### src/rtl/glitch_sweep_sequencer.sv
// Glitch sweep sequencer: walks a (delay, width) grid with repeats, firing the glitch engine once per attempt.
// Optional macro SWEEP_STOP_ON_HIT_EN: a hit seen in WAIT_DONE/SETTLE ends the sweep at the hitting point.
module glitch_sweep_sequencer #(
  parameter int SETTLE_W = 16
) (
  input  logic                clk,
  input  logic                rst,
  input  logic                start_i,
  input  logic                abort_i,
  input  logic [15:0]         delay_start_i,
  input  logic [15:0]         delay_stop_i,
  input  logic [7:0]          delay_step_i,
  input  logic [7:0]          width_start_i,
  input  logic [7:0]          width_stop_i,
  input  logic [7:0]          width_step_i,
  input  logic [7:0]          repeats_i,
  input  logic [SETTLE_W-1:0] settle_i,
  input  logic                engine_busy_i,
  input  logic                hit_i,
  output logic [15:0]         delay_o,
  output logic [7:0]          width_o,
  output logic                fire_o,
  output logic                running_o,
  output logic                done_o,
  output logic                timeout_o,
  output logic [23:0]         attempts_o
);

  typedef enum logic [2:0] {
    IDLE, ISSUE, WAIT_BUSY, WAIT_DONE, SETTLE, ADVANCE
  } state_t;

  state_t state_q, state_d;

  logic [15:0]         dstart_q, dstart_d, dstop_q, dstop_d;
  logic [7:0]          dstep_q, dstep_d;
  logic [7:0]          wstart_q, wstart_d, wstop_q, wstop_d, wstep_q, wstep_d;
  logic [7:0]          reps_q, reps_d;
  logic [SETTLE_W-1:0] settle_q, settle_d;

  logic [15:0]         delay_q, delay_d;
  logic [7:0]          width_q, width_d;
  logic                done_q, done_d, timeout_q, timeout_d;
  logic [23:0]         attempts_q, attempts_d;
  logic [7:0]          rep_cnt_q, rep_cnt_d;
  logic [2:0]          wait_cnt_q, wait_cnt_d;
  logic [SETTLE_W-1:0] settle_cnt_q, settle_cnt_d;

  logic [7:0]  dstep_eff, wstep_eff, reps_eff;
  logic [16:0] delay_sum;
  logic [8:0]  width_sum;

`ifndef SWEEP_STOP_ON_HIT_EN
  logic unused_hit;
  assign unused_hit = hit_i;
`endif

  // Zero step/repeat values are treated as 1; sums are one bit wider so overflow reads as "past stop".
  assign dstep_eff = (dstep_q == '0) ? 8'd1 : dstep_q;
  assign wstep_eff = (wstep_q == '0) ? 8'd1 : wstep_q;
  assign reps_eff  = (reps_q  == '0) ? 8'd1 : reps_q;
  assign delay_sum = {1'b0, delay_q} + {9'd0, dstep_eff};
  assign width_sum = {1'b0, width_q} + {1'b0, wstep_eff};

  always_comb begin
    state_d      = state_q;
    dstart_d     = dstart_q;
    dstop_d      = dstop_q;
    dstep_d      = dstep_q;
    wstart_d     = wstart_q;
    wstop_d      = wstop_q;
    wstep_d      = wstep_q;
    reps_d       = reps_q;
    settle_d     = settle_q;
    delay_d      = delay_q;
    width_d      = width_q;
    done_d       = done_q;
    timeout_d    = timeout_q;
    attempts_d   = attempts_q;
    rep_cnt_d    = rep_cnt_q;
    wait_cnt_d   = wait_cnt_q;
    settle_cnt_d = settle_cnt_q;

    case (state_q)
      IDLE: begin
        if (start_i && !abort_i) begin
          dstart_d   = delay_start_i;
          dstop_d    = delay_stop_i;
          dstep_d    = delay_step_i;
          wstart_d   = width_start_i;
          wstop_d    = width_stop_i;
          wstep_d    = width_step_i;
          reps_d     = repeats_i;
          settle_d   = settle_i;
          delay_d    = delay_start_i;
          width_d    = width_start_i;
          attempts_d = '0;
          done_d     = 1'b0;
          timeout_d  = 1'b0;
          rep_cnt_d  = '0;
          state_d    = ISSUE;
        end
      end
      ISSUE: begin
        if (attempts_q != '1) attempts_d = attempts_q + 24'd1;
        wait_cnt_d = '0;
        state_d    = WAIT_BUSY;
      end
      WAIT_BUSY: begin
        if (engine_busy_i) begin
          state_d = WAIT_DONE;
        end else if (wait_cnt_q == 3'd7) begin
          timeout_d    = 1'b1;
          settle_cnt_d = '0;
          state_d      = SETTLE;
        end else begin
          wait_cnt_d = wait_cnt_q + 3'd1;
        end
      end
      WAIT_DONE: begin
        if (!engine_busy_i) begin
          settle_cnt_d = '0;
          state_d      = SETTLE;
        end
      end
      SETTLE: begin
        if (settle_cnt_q >= settle_q) state_d = ADVANCE;
        else settle_cnt_d = settle_cnt_q + 1'b1;
      end
      ADVANCE: begin
        if ({1'b0, rep_cnt_q} + 9'd1 < {1'b0, reps_eff}) begin
          rep_cnt_d = rep_cnt_q + 8'd1;
          state_d   = ISSUE;
        end else begin
          rep_cnt_d = '0;
          if (delay_sum > {1'b0, dstop_q}) begin
            // Exhaustion leaves delay/width at the last point issued.
            if (width_sum > {1'b0, wstop_q}) begin
              done_d  = 1'b1;
              state_d = IDLE;
            end else begin
              delay_d = dstart_q;
              width_d = width_sum[7:0];
              state_d = ISSUE;
            end
          end else begin
            delay_d = delay_sum[15:0];
            state_d = ISSUE;
          end
        end
      end
      default: state_d = IDLE;
    endcase

`ifdef SWEEP_STOP_ON_HIT_EN
    if (hit_i && (state_q == WAIT_DONE || state_q == SETTLE)) begin
      done_d  = 1'b1;
      state_d = IDLE;
    end
`endif

    if (abort_i && state_q != IDLE) begin
      done_d  = done_q;
      state_d = IDLE;
    end
  end

  always_ff @(posedge clk) begin
    if (rst) begin
      state_q      <= IDLE;
      dstart_q     <= '0;
      dstop_q      <= '0;
      dstep_q      <= '0;
      wstart_q     <= '0;
      wstop_q      <= '0;
      wstep_q      <= '0;
      reps_q       <= '0;
      settle_q     <= '0;
      delay_q      <= '0;
      width_q      <= '0;
      done_q       <= 1'b0;
      timeout_q    <= 1'b0;
      attempts_q   <= '0;
      rep_cnt_q    <= '0;
      wait_cnt_q   <= '0;
      settle_cnt_q <= '0;
    end else begin
      state_q      <= state_d;
      dstart_q     <= dstart_d;
      dstop_q      <= dstop_d;
      dstep_q      <= dstep_d;
      wstart_q     <= wstart_d;
      wstop_q      <= wstop_d;
      wstep_q      <= wstep_d;
      reps_q       <= reps_d;
      settle_q     <= settle_d;
      delay_q      <= delay_d;
      width_q      <= width_d;
      done_q       <= done_d;
      timeout_q    <= timeout_d;
      attempts_q   <= attempts_d;
      rep_cnt_q    <= rep_cnt_d;
      wait_cnt_q   <= wait_cnt_d;
      settle_cnt_q <= settle_cnt_d;
    end
  end

  assign delay_o    = delay_q;
  assign width_o    = width_q;
  assign fire_o     = (state_q == ISSUE);
  assign running_o  = (state_q != IDLE);
  assign done_o     = done_q;
  assign timeout_o  = timeout_q;
  assign attempts_o = attempts_q;

endmodule

### config.mk
export PLATFORM = sky130hd
export DESIGN_NAME = glitch_sweep_sequencer
export DESIGN_NICKNAME = d
export VERILOG_FILES = /design/src/rtl/glitch_sweep_sequencer.sv
export SDC_FILE = /design/constraint.sdc
export NUM_CORES = 1
export LEC_CHECK = 0
export CELL_PAD_IN_SITES_DETAIL_PLACEMENT = 1
export CELL_PAD_IN_SITES_GLOBAL_PLACEMENT = 1
export CORE_MARGIN = 8
export CORE_UTILIZATION = 40
export DETAILED_ROUTE_END_ITERATION = 12
export HOLD_SLACK_MARGIN = 0.15
export PLACE_DENSITY = 0.83
export SYNTH_ARGS = -nofsm -noshare
export SYNTH_HDL_FRONTEND = slang
export SYNTH_SLANG_ARGS = --single-unit
### constraint.sdc
create_clock -name clk -period 5.8 [get_ports clk]
set_input_delay 0.87 -clock clk [delete_from_list [all_inputs] [get_ports clk]]
set_output_delay 0.87 -clock clk [all_outputs]
set_load 0.02 [all_outputs]
# After elaboration in Yosys (flattened, before gate mapping)
# Cells that the tools add are included.
# totals
reg_bits,160
out_inout_bits,52
# op_classes
addsub,7
n_lt_le_gt_ge,4
eq_ne,21
mux,44
bitwise_logic,1
reduce_logical,24
# ops
op,count
16-bit two-way mux,8
8-bit two-way mux,9
24-bit two-way mux,2
16-bit case mux with 3 select lines,1
24-bit case mux with 2 select lines,1
16-bit case mux with 2 select lines,1
8-bit case mux with 2 select lines,2
3-bit two-way mux,9
24-bit by 1-bit adder with 24-bit output (second input constant),1
8-bit logical NOT,3
24-bit inequality test (second input constant),1
2-bit inequality test (second input constant),11
3-bit case mux with 6 select lines,1
16-bit by 8-bit adder with 17-bit output,1
17-bit by 16-bit greater-than comparator with 1-bit output,1
16-bit by 1-bit adder with 16-bit output (second input constant),1
16-bit >= comparator,1
4-bit AND reduction,3
5-bit AND reduction,2
8-bit by 1-bit adder with 9-bit output (second input constant),1
8-bit by 8-bit adder with 9-bit output,1
3-bit equality test (second input constant),3
9-bit by 8-bit greater-than comparator with 1-bit output,1
9-bit by 8-bit < comparator with 1-bit output,1
19 further kinds,35

# Depth between registers and ports, before layout
# logic_depth
word_depth,8
ltp_mapped,17

# Worst setup path before layout
# Ideal clock, no wire load.
# synth_timing
path_type,reg-to-reg
start,reg dstep_q[1]
end,reg delay_q[0] (netlist: delay_o[0])
t_arrival_ns,4.043
required_ns,5.683
path_slack_ns,1.640
path_stages_with_launch,18
n_path_buf,1
path_cell_list,dfxtp_1 -> nor3_1 -> a21o_1 -> ha_1 -> fa_1 -> a211oi_1 -> o21a_1 -> nor2_1 -> a32o_1 -> ha_1 -> nand4_1 -> or4_1 -> o21ai_0 -> a31oi_1 -> clkbuf_1 -> o21ai_0 -> o311ai_0 -> a32o_1
# synth_between
elab_chain_cells,7
elab_cells_between_ends,9
# synth_rtl
item,line_no,rtl
from (decl),36,"logic [7:0] dstep_q, dstep_d;"
from (signal assigned),191,dstep_q <= dstep_d;
8-bit logical NOT,59,assign dstep_eff = (dstep_q == '0) ? 8'd1 : dstep_q;
8-bit two-way mux (*),59,
16-bit by 8-bit adder with 17-bit output (*),62,"assign delay_sum = {1'b0, delay_q} + {9'd0, dstep_eff};"
17-bit by 16-bit greater-than comparator with 1-bit output,136,"if (delay_sum > {1'b0, dstop_q}) begin"
16-bit two-way mux,136,
16-bit two-way mux,131,"if ({1'b0, rep_cnt_q} + 9'd1 < {1'b0, reps_eff}) begin"
16-bit case mux with 2 select lines,84,case (state_q)
to (signal assigned),197,delay_q <= delay_d;
to (decl),41,"logic [15:0] delay_q, delay_d;"
# Mark *: on every way between the ends. The rest lies on a longest branch, timed or not. The select of a mux whose other input is x is not followed.
# A chain may end at the register's enable or synchronous reset.

# Worst setup path after layout
# layout_timing
start,reg dstep_q[1]
end,reg delay_q[2] (netlist: delay_o[2])
# Same word-level chain as after synthesis.

==> flow_metrics.env <==
export IMPL_grt_max_degree=75
export IMPL_synth_compound_area_share_pct=19.9
export IMPL_cp_max_fo=5
export IMPL_drv_slew=0
export IMPL_die_area_sq_mm=0.0279
export IMPL_rows=55
export IMPL_setup_worst_path_start_class="flip-flop"
export IMPL_clock_skew_ns=0.0115
export IMPL_gp_congestion=0.850
export IMPL_final_seq_area_sq_mm=0.00320
export IMPL_crit_type="reg -> reg"
export IMPL_synthArstFlopShare_pct=0
export IMPL_required_ns=6.07
export IMPL_wl_um=29400
export IMPL_cts_sinks=160
export IMPL_yosys_area_share_simple_pct=25.2
export IMPL_seq_area_frac_synth_pct=35.1
export IMPL_clockBufferDepth=2
export IMPL_clk_pin_slew_ns=0.07
export IMPL_ys_top_cells_by_area="dfxtp_1, ha_1, nand2_1, a21oi_1, nor2_1"
export IMPL_synth_cell_types=70
export IMPL_path_delay_family="compound AO/OA/AOI/OAI gates"
export IMPL_clockRootBuffer="clkbuf_16"
export IMPL_synth_top_family_by_area="simple AND/OR/NAND/NOR gates"
export IMPL_cts_htree_levels=4
export IMPL_cts_hold_buf=0
export IMPL_worst_slew_pin_slew_ns=1.17
export IMPL_power_density_mw_per_mm2=261
export IMPL_leakage_uw=0.00426
export IMPL_post_drt_wl_per_cell_um=18.6
export IMPL_worstHoldPathType="reg -> reg"
export IMPL_die_x_um=167
export IMPL_multiInputGateArea_sq_mm=0.00543
export IMPL_synth_top_area_share_pct=35.1
export IMPL_crit_path_max_incr_delay_ns=0.54
export IMPL_synthFlopType="dfxtp_1"
export IMPL_vias_per_cell=5.64
export IMPL_post_route_util_pct=50.3
export IMPL_firstDrtPassIters=4
export IMPL_synth_seq_cells=160
export IMPL_vdd_ir_drop_max_uv=182
export IMPL_nFillCells=2747
export IMPL_post_cts_setup_buffer_count=0
export IMPL_layout_drive_gt1_share_pct=4.95
export IMPL_yosys_area_share_xor_xnor_pct=3.94
export IMPL_yosys_area_top_type="dfxtp_1"
export IMPL_yosysWarnings=0
export IMPL_syn_area_sq_mm=0.00911
export IMPL_fmax_ghz=0.201
export IMPL_antenna_found_initial=2
export IMPL_synth_edf_count=0
export IMPL_drv_cap=0
export IMPL_finalSetupTns_ns=0
export IMPL_ant_nets=0
export IMPL_final_hold_viol_count=0
export IMPL_cts_buffers=17
export IMPL_r2r_setup_slack_ns=0.82
export IMPL_period_minus_slack_ns=4.98
export IMPL_dieHeight_um=167
export IMPL_grt_overflow_total=0
export IMPL_vias=8909
export IMPL_critPathArrivalTime_ns=5.26
export IMPL_fin_area_sq_mm=0.0113
export IMPL_synth_mux_area_share_pct=0.659
export IMPL_setup_viol=0
export IMPL_outcome="complete, no violations"
export IMPL_ctsResizeCount=0
export IMPL_grt_usage_pct=20.7
export IMPL_io_buffers=144
export IMPL_final_nets=1444
export IMPL_io_pins=146
export IMPL_rsz0062_at_grt="no"
export IMPL_maxSlewHeadroom_pct=21.5
export IMPL_cts_tree="yes"
export IMPL_hpwl_um=21500
export IMPL_grt_pass1_vias=9407
export IMPL_slowest_stage="nor3_1"
export IMPL_synthAdderAreaFrac_pct=9.77
export IMPL_period_share_pct=85.9
export IMPL_syn_inst=1177
export IMPL_worstPathCellList="nor3_1 > a21o_1 > ha_1 > fa_1 > a211oi_1 > o21a_1 > nor2_1 > a32o_1 > ha_1 > nand4_1 > or4_1 > o21ai_0 > a31oi_1 > o211a_1 > nor3_1 > a311oi_1"
export IMPL_path_buf_inv=0
export IMPL_crit_path_end_kind="flip-flop"
export IMPL_avgSynthCellArea_sq_um=7.74
export IMPL_start_util_pct=40.5
export IMPL_grt_pass1_wl_um=47700
export IMPL_post_dp_cell_area_sq_mm=0.0107
export IMPL_clk_latency_ns=0.43
export IMPL_coreArea_sq_mm=0.0225
export IMPL_syn_nets=1341
export IMPL_drtIter0Drc=527
export IMPL_route_detailed_drc=0
export IMPL_synthToLayoutAreaGrowth_pct=24.3
worst paths after layout:
kind | startpoint | end | cells after the start
setup / recovery | dstep_q[1]$_SDFFE_PP0P_ | delay_o[2]$_SDFFE_PP0P_ | 16
hold / removal | dstart_q[3]$_SDFFE_PP0P_ | dstart_q[3]$_SDFFE_PP0P_ | 2
setup reg to reg | dstep_q[1]$_SDFFE_PP0P_ | delay_o[2]$_SDFFE_PP0P_ | 16
hold reg to reg | dstart_q[3]$_SDFFE_PP0P_ | dstart_q[3]$_SDFFE_PP0P_ | 2
flip-flops by register name, indices dropped and copies added, names as in the netlist, 8 cells and up:
name and cells:
attempts_o 24, delay_o 16, dstart_q 16, dstep_q 8, dstop_q 16, rep_cnt_q 8
reps_q 8, settle_cnt_q 16, settle_q 16, width_o 8, wstep_q 8, wstop_q 8
layout make-up:
| cell class | count | area share, % |
|---|---|---|
| diodes | 1 | 0.0221 |
| clock buffers | 19 | 3.91 |
| clock inverters | 13 | 1.43 |
| inverters | 60 | 1.99 |
| multi-input cells | 888 | 47.9 |
| flip-flops and latches | 160 | 28.3 |
| well taps | 285 | 3.15 |
| repair buffers | 153 | 13.3 |
per-stage QoR:
stage	total power [uW]	setup slack, ns	std cells	hold slack (ns)
3_3_place_gp	1790	1.10	1546	0.439
4_1_cts	2990	0.877	1578	0.455
6_report	2960	0.815	1579	0.452
3_5_place_dp	1810	0.920	1546	0.444
2_1_floorplan	1570	1.64	1177	0.432
5_1_grt	3100	0.508	1579	0.475
tightest hold or removal path, stage by stage, from the launching register on:
cell	delay [ns]
dfxtp_1	0.31
nand2_1	0.05
a21oi_1	0.05
cell families after synthesis:
kind of cell	after synthesis
xor gates and xnor gates	41
DFF	160
adders and majority gates	70
and+or+nand+nor	484
buffers and inverters	129
AOI/OAI and AO/OA	287
muxes	6
power breakdown:
group	leakage [uW]	total (uW)	internal, uW	switching (uW)
Combinational	0.00267	597	245	352
Clock	0.000285	1170	689	481
Sequential	0.00130	1200	1140	50.3
layout by cell type (no fill, tap or decap), types with 23 or more instances in the layout:
cell type,instances
inv_1,60
nand2_1,223
dfxtp_1,160
xnor2_1,23
a21oi_1,141
or3_1,29
nand3_1,29
ha_1,68
o21ai_0,42
clkdlybuf4s50_1,143
nor3_1,37
nor2_1,72
nand4_1,24
Yosys cell counts, drive strengths merged, types with 7 or more instances:
| cell type | number |
|---|---|
| nor2 | 76 |
| nor4 | 16 |
| xnor2 | 23 |
| clkbuf | 62 |
| a211oi | 10 |
| nand3 | 30 |
| dfxtp | 160 |
| nand2 | 223 |
| nor3 | 39 |
| ha | 68 |
| nand4 | 25 |
| or3 | 29 |
| buf | 7 |
| a32o | 7 |
| xor2 | 18 |
| or4 | 8 |
| a311oi | 7 |
| a21o | 12 |
| o31ai | 11 |
| a21oi | 141 |
| o21ai | 42 |
| inv | 60 |
routing by layer:
layer / share of wire (%) / wire length (um) / GRT usage (%)
met5: 0.037 / 11 / 0
met4: 2.5 / 733 / 7.36
met3: 5.2 / 1520 / 5.27
met2: 48 / 14200 / 35.9
met1: 44 / 12900 / 24.4
(Power assumes the default switching activity.)
